**config.mk**
```make
export PLATFORM = sky130hd
export DESIGN_NAME = cve2_register_file_mp
export DESIGN_NICKNAME = d
export VERILOG_FILES = /design/src/rtl/cve2_register_file_mp.sv
export SDC_FILE = /design/constraint.sdc
export NUM_CORES = 1
export LEC_CHECK = 0
export BUFFER_PORTS_ARGS = -buffer_cell sky130_fd_sc_hd__buf_2
export CAP_MARGIN = 20
export CORE_MARGIN = 2
export CORE_UTILIZATION = 50
export DETAILED_ROUTE_END_ITERATION = 8
export PLACE_DENSITY = 0.66
export RECOVER_POWER = 25
export SETUP_SLACK_MARGIN = 0.1
export SLEW_MARGIN = 20
export SYNTH_ARGS = -nofsm -noshare
export SYNTH_HDL_FRONTEND = slang
export SYNTH_SLANG_ARGS = --single-unit
```
**constraint.sdc**
```tcl
create_clock -name clk_i -period 7.1 [get_ports clk_i]
set_clock_uncertainty 0.15 [all_clocks]
set_input_delay 1.065 -clock clk_i [delete_from_list [all_inputs] [get_ports clk_i]]
set_output_delay 1.065 -clock clk_i [all_outputs]
set_load 0.05 [all_outputs]
```
**src/rtl/cve2_register_file_mp.sv**
```systemverilog
// Flip-flop register file: N combinational read ports, one staged write
// port with read forwarding, and a post-reset zero-fill sweep.
module cve2_register_file_mp #(
    parameter bit                    RV32E             = 1'b0,
    parameter int unsigned           DataWidth         = 32,
    parameter int unsigned           NumReadPorts      = 2,
    parameter bit                    DummyInstructions = 1'b0,
    parameter logic [DataWidth-1:0]  WordZeroVal       = '0
) (
    input  logic                              clk_i,
    input  logic                              rst_ni,
    input  logic                              dummy_instr_id_i,
    input  logic [NumReadPorts*5-1:0]         raddr_i,
    output logic [NumReadPorts*DataWidth-1:0] rdata_o,
    input  logic [4:0]                        waddr_a_i,
    input  logic [DataWidth-1:0]              wdata_a_i,
    input  logic                              we_a_i,
    output logic                              init_done_o,
    output logic                              err_o
);

    localparam int unsigned NumWords  = RV32E ? 16 : 32;
    localparam int unsigned AddrWidth = RV32E ? 4 : 5;
    localparam logic [AddrWidth-1:0] LastPtr = AddrWidth'(NumWords - 1);

    typedef enum logic {
        S_INIT,
        S_RUN
    } state_e;

    state_e                 r_state;
    logic [AddrWidth-1:0]   r_ptr;
    logic                   r_init_done;
    logic                   r_err;
    logic                   r_we_q;
    logic [AddrWidth-1:0]   r_waddr_q;
    logic [DataWidth-1:0]   r_wdata_q;
    logic                   r_wdummy_q;
    logic [DataWidth-1:0]   r_mem [NumWords];
    logic [AddrWidth-1:0]   w_waddr;
    logic [DataWidth-1:0]   w_mem_r0;
    logic                   w_unused;

    assign w_waddr     = waddr_a_i[AddrWidth-1:0];
    assign init_done_o = r_init_done;
    assign err_o       = r_err;
    assign w_unused    = ^{raddr_i, waddr_a_i, r_wdummy_q};

    always_ff @(posedge clk_i or negedge rst_ni) begin
        if (!rst_ni) begin
            r_state     <= S_INIT;
            r_ptr       <= AddrWidth'(1);
            r_init_done <= 1'b0;
            r_err       <= 1'b0;
            r_we_q      <= 1'b0;
            r_waddr_q   <= '0;
            r_wdata_q   <= WordZeroVal;
            r_wdummy_q  <= 1'b0;
        end else begin
            unique case (r_state)
                S_INIT: begin
                    r_we_q <= 1'b0;
                    if (we_a_i) r_err <= 1'b1;
                    if (r_ptr == LastPtr) begin
                        r_state     <= S_RUN;
                        r_init_done <= 1'b1;
                    end else begin
                        r_ptr <= r_ptr + AddrWidth'(1);
                    end
                end
                S_RUN: begin
                    r_we_q <= we_a_i;
                    if (we_a_i) begin
                        r_waddr_q  <= w_waddr;
                        r_wdata_q  <= wdata_a_i;
                        r_wdummy_q <= dummy_instr_id_i;
                    end
                end
            endcase
        end
    end

    // Storage is never reset; the INIT sweep is what clears it.
    always_ff @(posedge clk_i) begin
        if (r_state == S_INIT) begin
            r_mem[r_ptr] <= WordZeroVal;
        end else if (r_we_q && (r_waddr_q != '0)) begin
            r_mem[r_waddr_q] <= r_wdata_q;
        end
    end

    if (DummyInstructions) begin : g_r0
        logic [DataWidth-1:0] r_mem_r0;
        logic                 w_commit_r0;

        assign w_commit_r0 = r_we_q && (r_waddr_q == '0) && r_wdummy_q;

        always_ff @(posedge clk_i) begin
            if (r_state == S_INIT) begin
                if (r_ptr == AddrWidth'(1)) r_mem_r0 <= WordZeroVal;
            end else if (w_commit_r0) begin
                r_mem_r0 <= r_wdata_q;
            end
        end

        assign w_mem_r0 = r_mem_r0;
    end else begin : g_no_r0
        assign w_mem_r0 = WordZeroVal;
    end

    for (genvar p = 0; p < NumReadPorts; p++) begin : g_rd
        logic [AddrWidth-1:0] w_ra;
        logic [DataWidth-1:0] w_rd;

        assign w_ra = raddr_i[5*p +: AddrWidth];

        always_comb begin
            w_rd = r_mem[w_ra];
            if (!r_init_done) begin
                w_rd = WordZeroVal;
            end else if (w_ra == '0) begin
                w_rd = (DummyInstructions && dummy_instr_id_i) ? w_mem_r0 : WordZeroVal;
            end else if (r_we_q && (r_waddr_q == w_ra)) begin
                w_rd = r_wdata_q;
            end
        end

        assign rdata_o[DataWidth*p +: DataWidth] = w_rd;
    end

endmodule

```
; Yosys cells after proc, flatten, opt, wreduce, memory -nomap -nowiden
; Memory sizes are Yosys's and may differ from the RTL's.
; Cells that the tools add are included.
[totals]
out_inout_bits = 66
ram_bits = 1024
elab_cells = 41
n_memories = 1
input_bits = 51
regBits = 46
[op_classes]
muxes = 16
n_reduce_logical = 11
n_addsub = 1
eq_ne = 3
bitwise = 2
[memory_table]
columns = memory, words, word_bits, read_ports, rd_clocked_by_memory_dff, write_ports, line_no
row1 = r_mem, 32, 32, 2, 0, 1, 39  ; logic [DataWidth-1:0] r_mem [NumWords];
[op_table]
columns = cell, count
row1 = $mux W32, 7
row2 = $reduce_or A32 Y1, 1
row3 = $eq A5 B5 Y1, 2
row4 = $logic_not A5 Y1, 2
row5 = $reduce_and A2 Y1, 4
row6 = $mux W1, 7
row7 = $add A5 B1 Y5 const B, 1
row8 = $eq A5 B5 Y1 const B, 1
row9 = $mux W5, 1
row10 = $reduce_bool A5 Y1, 1
row11 = $logic_and A1 B1 Y1, 3
row12 = $not A1 Y1, 2
row13 = $pmux W1 S2, 1

; Logic depth before layout (Yosys ltp)
[depth]
word_depth = 7
ltp_mapped = 10
mapped_depth_nobuf = 6

; Worst setup path after synthesis
; OpenSTA, ideal clock, no wires.
[synth_path]
path_kind = input-to-output
startpoint = input raddr_i[2]
endpoint = output rdata_o[10]
n_path_buf = 5
slack_ns = 2.733
arrival_time_ns = 3.152
required_time_ns = 5.885
cell_stages = 7
path_cell_list = buf_2 buf_4 buf_2 buf_1 clkbuf_1 a31oi_1 a41oi_1
[synth_via]
elab_chain_cells = 5
elab_cells_between_ends = 7
cone_classes = 1 x eq/ne / 3 x mux / 2 x reduce/logical / 1 x memory
[synth_rtl]
columns = item, line_no
row1 = from (decl), 13  ; input logic [NumReadPorts*5-1:0] raddr_i,
row2 = "parallel branches: the longest is 3 deep, another holds $mem_v2 Z32 W32", --
row3 = $mux W32 *, 121  ; end else if (w_ra == '0) begin
row4 = $mux W32 *, 119  ; if (!r_init_done) begin
row5 = to (decl), 14  ; output logic [NumReadPorts*DataWidth-1:0] rdata_o,
; Mark *: on every way between the ends.

; Worst setup path after layout
[layout_path]
startpoint = register r_state
endpoint = memory r_mem[5][26] (enable)
[layout_via]
elab_chain_cells = 4
elab_cells_between_ends = 6
cone_classes = 5 x mux / 1 x reduce/logical
[layout_rtl]
columns = item, line_no
row1 = from (decl), 31  ; state_e r_state;
row2 = from (signal assigned), 51  ; r_state <= S_INIT;
row3 = from (signal assigned), 65  ; r_state <= S_RUN;
row4 = $mux W1, 85  ; if (r_state == S_INIT) begin
row5 = $mux W1 (implied by the code), 88  ; r_mem[r_waddr_q] <= r_wdata_q;
row6 = $reduce_or A32 Y1 (no line), --
row7 = $mux W5 (no line) or $mux W1 (tied branches), --
row8 = to (decl), 39
; Parallel ways exist; a longest one is shown, timed or not.

==> impl_metrics.csv <==
group,metric,value,unit
status,run_status,"complete, but fails checks",
status,violated_checks,"capacitance limit, slew limit",
critical_path,timing.critical_path.arrival,6.28,ns
critical_path,criticalPathCategory,"reg2reg",
synth,syn_avg_cell_area,17.17,um2
layout,final_core_util,56.21,%
cts,postCtsHoldBufs,0,
cts,path_clk_slew,0.06,ns
synth,synth-main-ff-cell,"sky130_fd_sc_hd__edfxtp_1",
synth,ys_seq_area_share,62.99,%
synth,synth_nets,3002,
cts,cts_tree,"built",
critical_path,cpPeakStageDelay,2.06,ns
hold_path,min_to,"err_o",
critical_path,critical_path.max_fanout,40,
timing,timing_max_transition_violations_final,335,
floorplan,floorplan.initialDensity,50.50,%
cts,clockRootBuffer,"sky130_fd_sc_hd__clkbuf_16",
layout,areaGrowthSynthToFinish,11.30,%
synth,synth.lib_cells_used.distinct,50,
placement,port-buffer-count,115,
synth,synth_enable_flop_cells,1024,
synth,yosys_warning_total,0,
critical_path,source_of_the_worst_register_to_register_timing_path,"r_state",
floorplan,num_rows,116,
cts,clock_tree.htree_level_count,3,
critical_path,critical_path.startpoint_type,"flop",
layout,ff_latch_area,31900,um2
synth,ys_seq_elements,1070,
critical_path,reg2reg_slack,1.01,ns
layout,multi_input_area,17680,um2
hold_path,worstHoldStart,"err_o",
cts,cts.sink_count,1070,
critical_path,timing.critical_path.depth,6,
placement,place_ws,1.697,ns
grt,grt_usage,31.42,%
routing,detail-route-antenna-nets,0,
routing,drt-initial-drc-count,4655,
grt,antenna_found_initial,4,
critical_path,path_delay_family,"buffers and inverters",
critical_path,critPathSlowestCell,"sky130_fd_sc_hd__clkbuf_1",
placement,placed_cell_area,52930,um2
critical_path,worst-path-buf-inv,2,
floorplan,io_pins,117,
grt,maximum_number_of_pins_on_one_net_before_global_route_repair,120,
power,power.density,256.0,nW/um2
routing,drt-vias-per-instance,7.176,
layout,final_cell_mix,"1024 x sky130_fd_sc_hd__edfxtp_1, 418 x sky130_fd_sc_hd__mux2i_1, 320 x sky130_fd_sc_hd__mux4_2",
hold_path,holdPathStages,1,
grt,grt_pass1_wl,230400,um
placement,dp.final_hpwl,91410,um
timing,whs,0.3169,ns
critical_path,endpoint_kind,"flop",
timing,final_setup_violations,0,
flow_run,maxCapViolations,10,
timing,setup_total_negative_slack,0,ns
critical_path,cp.required,7.30,ns
synth,mappedNetlistArea,50650,um2
layout,filler_cell_count,7637,
timing,worst_slew_margin_rel,-146.5,%
synth,synthesis.instances,2949,
grt,grt_overflow_total,0,
routing,post_drt_wl_per_cell,36.45,um
timing,finalHoldViolCount,0,
cts,cts_repair_resize_count,0,
placement,finalWeightedCongestion,0.8873,
routing,num_vias,32190,
cts,number_of_clock_buffers_inserted_by_tritoncts,109,
timing,fin_crit,6.086,ns
power,report.power.total,14.43,mW
floorplan,die_height,322.3,um
critical_path,timing.reg2reg.worst_path_depth,6,
timing,fmax,164.3,MHz
cts,ctsLongestPathBuffers,3,
routing,routed_wl,163500,um
timing,postLayoutSetupSlackWorst,1.014,ns
timing,rsz0062_at_grt,"false",
routing,drt_pass1_iterations,8,
layout,post_route_cells_drive_above_1_share,26.00,%
critical_path,reg2reg_to,"r_mem[5][26]",
layout,final_design_area_no_fill,56370,um2
power,power.leakage,18.81,nW
layout,nets,3087,
routing,drc_errors,0,
layout,instances_no_fill,4486,
hold_path,hold_class,"reg2reg",
cts,post-cts-setup-buffers,0,
grt,first_global_vias,32510,
cts,clock_latency,0.70,ns
timing,layout_worst_path_cycle_share,85.72,%
floorplan,die-area,103900,um2
floorplan,floorplan.core_area,100300,um2
layout,final_common_cell,"sky130_fd_sc_hd__edfxtp_1",
timing,worst_pin_slew,3.697,ns
placement,dpl.cell_count,4280,
critical_path,worstPathCellList,"nand2_1 > a21oi_1 > clkbuf_1 > a31oi_2 > nor2_4 > buf_4",
floorplan,die_w,322.3,um
power,ir_drop,0.0002126,V
synth,postSynth.asyncResetShare,4.299,%
## cell families after synthesis
group / synth area share [%]
adder cells (fa/ha/maj): 0.04940
AO/OA/AOI/OAI: 7.278
AND/OR/NAND/NOR: 2.587
buffers and inverters: 2.671
multiplexers: 24.20
XOR/XNOR: 0.2248
flip-flops: 62.99
## registers in the layout (all words and copies together), names as in the netlist
signal	cells
init_done_o	1
r_waddr_q	5
r_mem	1024
r_we_q	1
r_state	1
err_o	1
r_wdata_q	32
r_ptr	5
## layout make-up
| cell class | count | area share (%) |
|---|---|---|
| clock inverters | 57 | 1.034 |
| clock buffers | 147 | 5.218 |
| flip-flops and latches | 1070 | 56.59 |
| well taps | 1357 | 3.012 |
| diodes | 2 | 0.008878 |
| inverters | 5 | 0.03329 |
| multi-input cells | 1625 | 31.36 |
| repair buffers | 223 | 2.739 |
## how the worst max path moves through the flow
stage                     startpoint           end
final                        r_state  r_mem[5][26]
after global routing         r_state  r_mem[5][28]
after CTS                 raddr_i[1]   rdata_o[11]
after detailed placement  raddr_i[1]   rdata_o[11]
after global placement    raddr_i[1]   rdata_o[11]
after floorplan           raddr_i[2]   rdata_o[10]
## layer usage
| metal | vias to the layer above | global-route usage, % | routed length (um) |
|---|---|---|---|
| met1 | 16760 | 40.65 | 57960 |
| met3 | 553 | 6.392 | 18380 |
| met2 | 2358 | 49.60 | 76680 |
| met4 | 0 | 18.44 | 10490 |
| li1 | 12520 | - | - |
| met5 | - | 0 | 0 |
## cell usage after synthesis, drive strengths merged (23+ instances only)
| master | count | area [um2] |
|---|---|---|
| edfxtp | 1024 | 30750 |
| mux2i | 418 | 4184 |
| mux4 | 320 | 7207 |
| o21ai | 138 | 690.7 |
| buf | 134 | 902.1 |
| clkbuf | 115 | 431.7 |
| o22ai | 92 | 575.6 |
| a31oi | 81 | 506.7 |
| mux2 | 77 | 867.1 |
| nor2b | 71 | 444.2 |
| nand2 | 65 | 244.0 |
| a22oi | 63 | 473.0 |
| o221ai | 58 | 508.0 |
| dfrtp | 45 | 1126 |
| nor2 | 39 | 146.4 |
| and2 | 35 | 219.0 |
| a41oi | 34 | 297.8 |
| a22o | 23 | 201.4 |
## power breakdown
| part | leakage, nW | internal (mW) | switching (mW) |
|---|---|---|---|
| Sequential | 9.78 | 7.08 | 0.0610 |
| Clock | 1.72 | 3.27 | 2.45 |
| Combinational | 7.30 | 0.495 | 1.07 |
(Power assumes the default switching activity.)
